===== config.mk =====
export PLATFORM = sky130hd
export DESIGN_NAME = multi_phase_traffic_ctrl
export DESIGN_NICKNAME = d
export VERILOG_FILES = /design/src/rtl/traffic_pkg.sv /design/src/rtl/traffic_tick_gen.sv /design/src/rtl/multi_phase_traffic_ctrl.sv
export SDC_FILE = /design/constraint.sdc
export NUM_CORES = 1
export LEC_CHECK = 0
export ABC_AREA = 1
export BUFFER_PORTS_ARGS = -buffer_cell sky130_fd_sc_hd__clkbuf_2
export CAP_MARGIN = 10
export CORE_AREA = 5 5 100 172
export DETAILED_ROUTE_END_ITERATION = 6
export DIE_AREA = 0 0 105 177
export GPL_TIMING_DRIVEN = 0
export PLACE_DENSITY_LB_ADDON = 0.25
export SLEW_MARGIN = 20
export SYNTH_ARGS = -nofsm -noshare
export SYNTH_HDL_FRONTEND = slang
export SYNTH_SLANG_ARGS = --single-unit

===== constraint.sdc =====
create_clock -name clk -period 2.95 [get_ports clk]
set_input_delay 0.4425 -clock clk [delete_from_list [all_inputs] [get_ports clk]]
set_output_delay 0.4425 -clock clk [all_outputs]
set_load 0.05 [all_outputs]

===== src/rtl/traffic_pkg.sv =====
// Purpose : shared types and constants for the multi-phase traffic controller.
// Latency : n/a (declarations only).
// Backpressure: n/a.
package traffic_pkg;

    // Per-phase controller states.
    typedef enum logic [2:0] {
        ST_GREEN   = 3'd0,
        ST_EXT     = 3'd1,
        ST_YELLOW  = 3'd2,
        ST_ALL_RED = 3'd3,
        ST_WALK    = 3'd4
    } state_t;

    // prog_sel codes selecting which timing-table entry a write targets.
    localparam logic [1:0] SEL_GREEN  = 2'd0;
    localparam logic [1:0] SEL_EXT    = 2'd1;
    localparam logic [1:0] SEL_YELLOW = 2'd2;
    localparam logic [1:0] SEL_WALK   = 2'd3;

    // Fixed all-red clearance, in ticks.
    localparam int ALL_RED_TICKS = 1;

    // Timing-table contents after reset, in ticks.
    localparam int DEF_GREEN  = 6;
    localparam int DEF_EXT    = 3;
    localparam int DEF_YELLOW = 2;
    localparam int DEF_WALK   = 3;

    // Round-robin successor of a phase index, wrapping at num_ph.
    function automatic logic [2:0] ph_inc(input logic [2:0] ph, input int num_ph);
        if (int'(ph) >= num_ph - 1)
            return 3'd0;
        return ph + 3'd1;
    endfunction

endpackage


===== src/rtl/traffic_tick_gen.sv =====
// Purpose : one-second tick divider; tick is high one cycle in every DIV_CYC clocks.
// Latency : first tick DIV_CYC clocks after reset release or a clear.
// Backpressure: none; free-running.
// Ports   : clk, rst (sync, active-low), i_clr (restart count), tick (1-cycle pulse).
module traffic_tick_gen #(
    parameter int DIV_CYC = 100_000_000
) (
    input  logic clk,
    input  logic rst,
    input  logic i_clr,
    output logic tick
);

    localparam int CNT_W = (DIV_CYC > 2) ? $clog2(DIV_CYC) : 1;
    localparam logic [CNT_W-1:0] LAST = CNT_W'(DIV_CYC - 1);

    logic [CNT_W-1:0] r_cnt;

    always_ff @(posedge clk) begin
        if (!rst) begin
            r_cnt <= '0;
        end else if (i_clr || (r_cnt == LAST)) begin
            r_cnt <= '0;
        end else begin
            r_cnt <= r_cnt + CNT_W'(1);
        end
    end

    assign tick = (r_cnt == LAST);

endmodule


===== src/rtl/multi_phase_traffic_ctrl.sv =====
// Purpose : multi-phase traffic signal controller with vehicle extension, pedestrian walk
//           and a runtime-programmable timing table.
// Latency : lamps decode combinationally from registered state; a reprogram strobe
//           restarts phase 0 green on the next clock.
// Backpressure: none; inputs are sampled every clock and never stalled.
// Ports   : clk, rst (sync, active-low), sensor/walk_req (per phase), reprogram,
//           prog_phase/prog_sel/prog_value (table write), green/yellow/red/walk (per
//           phase lamps), cur_phase (phase being served).
// Option  : define TRAFFIC_DEMAND_SKIP_EN to skip phases with no vehicle or walk demand.
module multi_phase_traffic_ctrl
    import traffic_pkg::*;
#(
    parameter int NUM_PH  = 2,
    parameter int TIME_W  = 4,
    parameter int DIV_CYC = 100_000_000
) (
    input  logic              clk,
    input  logic              rst,
    input  logic [NUM_PH-1:0] sensor,
    input  logic [NUM_PH-1:0] walk_req,
    input  logic              reprogram,
    input  logic [2:0]        prog_phase,
    input  logic [1:0]        prog_sel,
    input  logic [TIME_W-1:0] prog_value,
    output logic [NUM_PH-1:0] green,
    output logic [NUM_PH-1:0] yellow,
    output logic [NUM_PH-1:0] red,
    output logic [NUM_PH-1:0] walk,
    output logic [2:0]        cur_phase
);

    // Timing table, sized for the maximum of 8 phases so a 3-bit index is always exact.
    logic [TIME_W-1:0] r_green_t [0:7];
    logic [TIME_W-1:0] r_ext_t   [0:7];
    logic [TIME_W-1:0] r_yel_t   [0:7];
    logic [TIME_W-1:0] r_walk_t  [0:7];

    state_t            r_state;
    logic [2:0]        r_phase;
    logic [TIME_W-1:0] r_timer;
    logic [7:0]        r_pend;

    logic              w_tick;
    logic [7:0]        w_sensor8;
    logic [7:0]        w_walk8;
    logic              w_wr_ok;
    logic              w_expire;
    logic              w_load;
    state_t            w_nstate;
    logic [2:0]        w_nphase;
    logic [2:0]        w_next_ph;
    logic [TIME_W-1:0] w_raw;
    logic [TIME_W-1:0] w_dur;
    logic [TIME_W-1:0] w_rst_raw;
    logic [TIME_W-1:0] w_rst_dur;
    logic [7:0]        w_pend_clr;

    traffic_tick_gen #(
        .DIV_CYC (DIV_CYC)
    ) u_tick (
        .clk   (clk),
        .rst   (rst),
        .i_clr (reprogram),
        .tick  (w_tick)
    );

    assign w_sensor8 = 8'(sensor);
    assign w_walk8   = 8'(walk_req);
    // Out-of-range writes are dropped, but the strobe still restarts the cycle.
    assign w_wr_ok   = reprogram && ({1'b0, prog_phase} < 4'(NUM_PH));

    // Phase that follows the current one when leaving ALL_RED/WALK.
    always_comb begin
        w_next_ph = ph_inc(r_phase, NUM_PH);
`ifdef TRAFFIC_DEMAND_SKIP_EN
        begin : g_skip
            logic       w_found;
            logic [2:0] w_cand;
            w_found = 1'b0;
            w_cand  = ph_inc(r_phase, NUM_PH);
            // First successor with demand wins; with none, the plain successor is kept.
            for (int k = 1; k < NUM_PH; k++) begin
                if (!w_found && (w_sensor8[w_cand] || r_pend[w_cand])) begin
                    w_found   = 1'b1;
                    w_next_ph = w_cand;
                end
                w_cand = ph_inc(w_cand, NUM_PH);
            end
        end
`else
        // Strict round-robin: every phase is served in turn.
`endif
    end

    // Next-state logic: transitions only on the tick where the timer reads 1.
    always_comb begin
        w_nstate = r_state;
        w_nphase = r_phase;
        w_expire = w_tick && (r_timer == TIME_W'(1));
        w_load   = w_expire;
        if (w_expire) begin
            case (r_state)
                ST_GREEN:   w_nstate = w_sensor8[r_phase] ? ST_EXT : ST_YELLOW;
                ST_EXT:     w_nstate = ST_YELLOW;
                ST_YELLOW:  w_nstate = ST_ALL_RED;
                ST_ALL_RED: begin
                    if (r_pend[r_phase]) begin
                        w_nstate = ST_WALK;
                    end else begin
                        w_nstate = ST_GREEN;
                        w_nphase = w_next_ph;
                    end
                end
                ST_WALK: begin
                    w_nstate = ST_GREEN;
                    w_nphase = w_next_ph;
                end
                default: begin
                    w_nstate = ST_GREEN;
                    w_nphase = 3'd0;
                end
            endcase
        end
    end

    // Duration loaded on entry to the next state; zero means one tick.
    always_comb begin
        case (w_nstate)
            ST_GREEN:   w_raw = r_green_t[w_nphase];
            ST_EXT:     w_raw = r_ext_t[r_phase];
            ST_YELLOW:  w_raw = r_yel_t[r_phase];
            ST_ALL_RED: w_raw = TIME_W'(ALL_RED_TICKS);
            ST_WALK:    w_raw = r_walk_t[r_phase];
            default:    w_raw = TIME_W'(1);
        endcase
        w_dur = (w_raw == '0) ? TIME_W'(1) : w_raw;

        // A restart that also rewrites phase 0 green must use the new value at once.
        if (w_wr_ok && (prog_phase == 3'd0) && (prog_sel == SEL_GREEN))
            w_rst_raw = prog_value;
        else
            w_rst_raw = r_green_t[0];
        w_rst_dur = (w_rst_raw == '0) ? TIME_W'(1) : w_rst_raw;
    end

    // State register.
    always_ff @(posedge clk) begin
        if (!rst) begin
            r_state <= ST_GREEN;
            r_phase <= 3'd0;
            r_timer <= TIME_W'(DEF_GREEN);
        end else if (reprogram) begin
            r_state <= ST_GREEN;
            r_phase <= 3'd0;
            r_timer <= w_rst_dur;
        end else if (w_load) begin
            r_state <= w_nstate;
            r_phase <= w_nphase;
            r_timer <= w_dur;
        end else if (w_tick) begin
            r_timer <= r_timer - TIME_W'(1);
        end
    end

    // Pending walk requests: a new request on the clearing cycle survives.
    assign w_pend_clr = (w_load && !reprogram && (w_nstate == ST_WALK)) ?
                        (8'd1 << r_phase) : 8'd0;

    always_ff @(posedge clk) begin
        if (!rst) begin
            r_pend <= 8'd0;
        end else begin
            r_pend <= (r_pend & ~w_pend_clr) | w_walk8;
        end
    end

    // Timing table writes.
    always_ff @(posedge clk) begin
        if (!rst) begin
            for (int i = 0; i < 8; i++) begin
                r_green_t[i] <= TIME_W'(DEF_GREEN);
                r_ext_t[i]   <= TIME_W'(DEF_EXT);
                r_yel_t[i]   <= TIME_W'(DEF_YELLOW);
                r_walk_t[i]  <= TIME_W'(DEF_WALK);
            end
        end else if (w_wr_ok) begin
            case (prog_sel)
                SEL_GREEN:  r_green_t[prog_phase] <= prog_value;
                SEL_EXT:    r_ext_t[prog_phase]   <= prog_value;
                SEL_YELLOW: r_yel_t[prog_phase]   <= prog_value;
                SEL_WALK:   r_walk_t[prog_phase]  <= prog_value;
                default:    r_green_t[prog_phase] <= prog_value;
            endcase
        end
    end

    // Lamp decode; while reset is asserted the reset pattern is forced so no stale
    // state can show.
    always_comb begin
        green     = '0;
        yellow    = '0;
        walk      = '0;
        cur_phase = 3'd0;
        if (!rst) begin
            green = NUM_PH'(1);
        end else begin
            cur_phase = r_phase;
            case (r_state)
                ST_GREEN, ST_EXT: green  = NUM_PH'(1) << r_phase;
                ST_YELLOW:        yellow = NUM_PH'(1) << r_phase;
                ST_WALK:          walk   = NUM_PH'(1) << r_phase;
                default:          green  = '0;
            endcase
        end
        red = ~(green | yellow);
    end

endmodule


==> out/results.txt <==
The flow ran to the end, and the final reports show no timing, DRC or antenna violations. During I/O placement, the number of pins put on the boundary was 27. Once placement completed, the tool counted placed cells totaling 1207. The total of buffers placed on input and output ports came out at 26.

met2 is the most crowded layer. The maximum fanout count along the critical path came out at 8. STA puts the critical path data arrival time at 3130 ps.

The sequential cell area fraction in the yosys report was 0.574; the part of the cycle the worst path needs was 0.958. The highest cell delay on the worst timing path is 360 ps, and the final estimated routing congestion in global placement is 0.872. Across all layers, the routed design uses 6511 vias. The longest clock path from root to sink contains 2 buffers. The relative max-transition margin was 0.448; the final net count was 1062. The clock reaches the later pin of the worst-skew pair after 430 ps. For this block, the initial DRC count from the detailed router was 435.

The multi-input combinational cells in the finished layout cover a total of 3250 sq um. The initial antenna violation count was 0. The root buffer selected by CTS was clkbuf_16. The critical path contains buffers and inverters numbering 4 combined. The floorplan die area was 18600 sq um. The tools report the launch point of the critical path as u_tick.r_cnt[0].

Across the run, the number of max-cap violations was 0. The hold slack is 225 ps. The global-route met1 utilization is 0.249. The worst register-to-register path has a depth of 13.

Timing analysis after detailed placement gives a worst setup slack of 96.1 ps. The total design power came out at 5.35 mW. The number of rows in the core area is 61, and the critical path data required time is 3250 ps.

The clock sink total is 176. STA classifies the critical path startpoint as a flop. The run gives 0 as the number of warnings printed during yosys synthesis. The most used flip-flop cell after synthesis is edfxtp_1.

The tools report the effective utilization at floorplan as 0.533. The async set-reset flop share out of synthesis was 0; the routing usage on met3 was 0.0307. The final routed DRC violation total is 0. The number of hold violations in the final report was 0. Setup repair after global routing could not meet its margin everywhere. Traced cell by cell, the critical path runs through ha_1, nand2_1, inv_1, nand4_4, nor3_4, nand3_4, o21ai_4, inv_4, nor3_4, buf_4, nand3_2, o311ai_1, inv_1. Entering global routing, the biggest net connects 22 pins. The share of the synthesized area in the top cell type works out to 0.459. STA classifies the critical path endpoint as a flop. The count of placed standard cells in the final layout, fillers left out was 1239; the total setup violations reported at the end of the flow was 0. TritonCTS built the clock tree. The startpoint identified for the worst hold timing path is walk_req[0]. For this run the aggregate overflow at the end of global routing stands at 0. The via count of the first global-routing pass was 6481; the number of flops mapped to enable cells by yosys was 128. Launching point of the worst reg2reg path: u_tick.r_cnt[0].

Counting the fill cells in the layout gives 1338. The routed design has 19000 microns of wire. In this run the cell area of the synthesized design comes to 8380 sq um. The HPWL after detailed placement is 14100 microns. The final critical path time including I/O delays and setup was 2830 ps.

The tools report the remaining number of nets flagged by the antenna check after routing as 0. The transition time at the pin with the least slew margin is 829 ps. The critical path is of the reg -> reg type. Dividing the detail-routed via count by the number of cells gives 5.26.

The clock-pin slew on the worst setup and hold paths works out to 80 ps. In this run the mean area of a mapped cell was 9.33 sq um. After layout, the worst setup slack is 124 ps. The tools report the cell count after synthesis as 898. The first global-routing pass estimated 31100 microns of wire.

Following the worst setup path forward leads to its endpoint at r_pend[2]. Timing would allow up to 354 MHz. The final core area utilization was 0.619; the core region area was 15700 sq um. The number of max-slew violations in the final report is 0, and the met2 global-route usage is 0.375.

Total CTS buffers: 17. The run gives 0 as the number of diodes. The total stage count of the critical path came out at 13. By area the synthesized netlist is led by edfxtp_1 (46%), dfxtp_1 (11%), nand2_1 (5.9%), inv_1 (5.8%), nor2_1 (5.0%). First-pass detailed-route iteration total: 5. The slowest stage cell on the critical path is dfxtp_1.

In this run the critical register-to-register path is captured at r_pend[2]. After detailed routing, the average wire length per cell comes to 15.4 microns. The area growth from synthesis to layout is 16.2%. Setup clock skew after layout: 11.6 ps.

Among cell families on the critical path, the largest total delay comes from simple AND/OR/NAND/NOR gates. Yosys instantiated no cell more often than nand2_1. From bottom edge to top edge, the die measures 177 microns. The share of post-route cells with drive strength above 1 is 0.109.

In this run the power density over the cells is 549 nW/um^2. The run gives 120 ps as the register-to-register setup slack. Counting flops and latches in the post-synthesis netlist gives 176.

The width of the chip was 105 microns. By count the netlist is led by nand2_1 (132), inv_1 (129), edfxtp_1 (128), nor2_1 (111), nand3_1 (60). For the largest vdd supply drop, the log shows 0.000379 V. The tools report the leakage power as 4.07 nW.

Across the whole layout, storage elements account for 4800 sq um. The tightest min-delay check is of the in -> reg type. Count of different cell masters after synthesis: 49. The all-layer global routing usage is 0.212.

The CTS H-tree depth was 4. The leading area contributor after synthesis was edfxtp_1.
==> flip-flops by register name, summed over array words and instances, names as in the netlist, named ones only <==
name	flops
r_ext_t	32
r_green_t	32
r_pend	8
r_phase	3
r_state	3
r_timer	4
r_walk_t	32
r_yel_t	32
u_tick.r_cnt	27
==> layer usage <==
layer	vias up	part of all wire	routed length [microns]
li1	3212	-	-
met1	3009	0.36	6930
met2	232	0.53	10200
met3	58	0.066	1250
met4	0	0.037	711
met5	-	0	0
==> worst register-to-register path, cell delays in order (launching register included) <==
cell and delay (ps):
dfxtp_1 360, ha_1 180, nand2_1 70, inv_1 130, nand4_4 160, nor3_4 170
nand3_4 190, o21ai_4 320, inv_4 60, nor3_4 340, buf_4 200, nand3_2 120
o311ai_1 310, inv_1 80
==> stage by stage <==
stage	setup TNS [ps]	area [sq um]
finish	0	9740
global route	-129	9740
CTS	0	9730
detailed placement	0	9100
global placement	0	9100
floorplan	0	8730
==> worst min path at each step <==
stage	end	slack (ps)	cells past startpoint
finish	r_pend[0]	230	3
global route	r_pend[0]	230	3
CTS	r_pend[0]	220	3
detailed placement	u_tick.r_cnt[0]	440	1
global placement	u_tick.r_cnt[0]	430	1
floorplan	u_tick.r_cnt[0]	420	1
==> logic make-up after synthesis <==
kind of cell    after synthesis  share of synthesized area
simple gates                387                      0.222
flops                       176                      0.574
buf+inv                     175                     0.0814
compound gates              143                      0.102
fa+ha+maj                     9                     0.0134
xor+xnor                      6                    0.00627
other cells                   2                   0.000897
==> layout make-up <==
type	instances	area share
sequential	176	0.493
multi-input combinational	641	0.334
inverter	146	0.0571
clock buffer	17	0.0437
tap	189	0.0243
clock inverter	15	0.0209
timing repair buffer	27	0.0141
buffer	28	0.0126
==> power by group <==
group,switching [mW],internal [mW],leakage (nW),total [mW]
Clock,1.13,1.17,0.302,2.30
Combinational,0.147,0.0574,2.13,0.204
Sequential,0.0455,2.80,1.64,2.84
Total,1.32,4.03,4.07,5.35
==> cells in the final DEF, fill, tap and decap left out, types with 4 or more instances in the layout <==
cell type,Yosys,final
dfxtp_1,48,48
xor2_1,4,4
nand4_1,14,14
clkbuf_16,0,17
nand2_2,8,8
nor3_1,19,18
o221ai_1,17,17
inv_1,129,129
inv_2,10,10
clkinv_8,0,7
nor2_2,4,5
nor2_1,111,110
nor3_2,5,6
o211ai_1,4,4
clkbuf_2,0,26
nand2_4,6,6
clkinv_1,5,5
a21oi_1,41,41
clkbuf_1,21,20
nor4_1,4,4
edfxtp_1,128,128
a221oi_1,6,6
ha_1,9,9
nand3_2,4,4
conb_1,2,96
o21ai_0,53,52
nand3b_1,9,9
nand2_1,132,132
nand3_1,60,60
o21ai_1,9,10
==> repair_timing <==
item / CTS / global route
buffers inserted: 0 / 1
gates resized for setup: 0 / 2
hold buffers: 0 / 0
setup endpoints to repair: 0 / 11
Power figures use the tool's default switching activity.
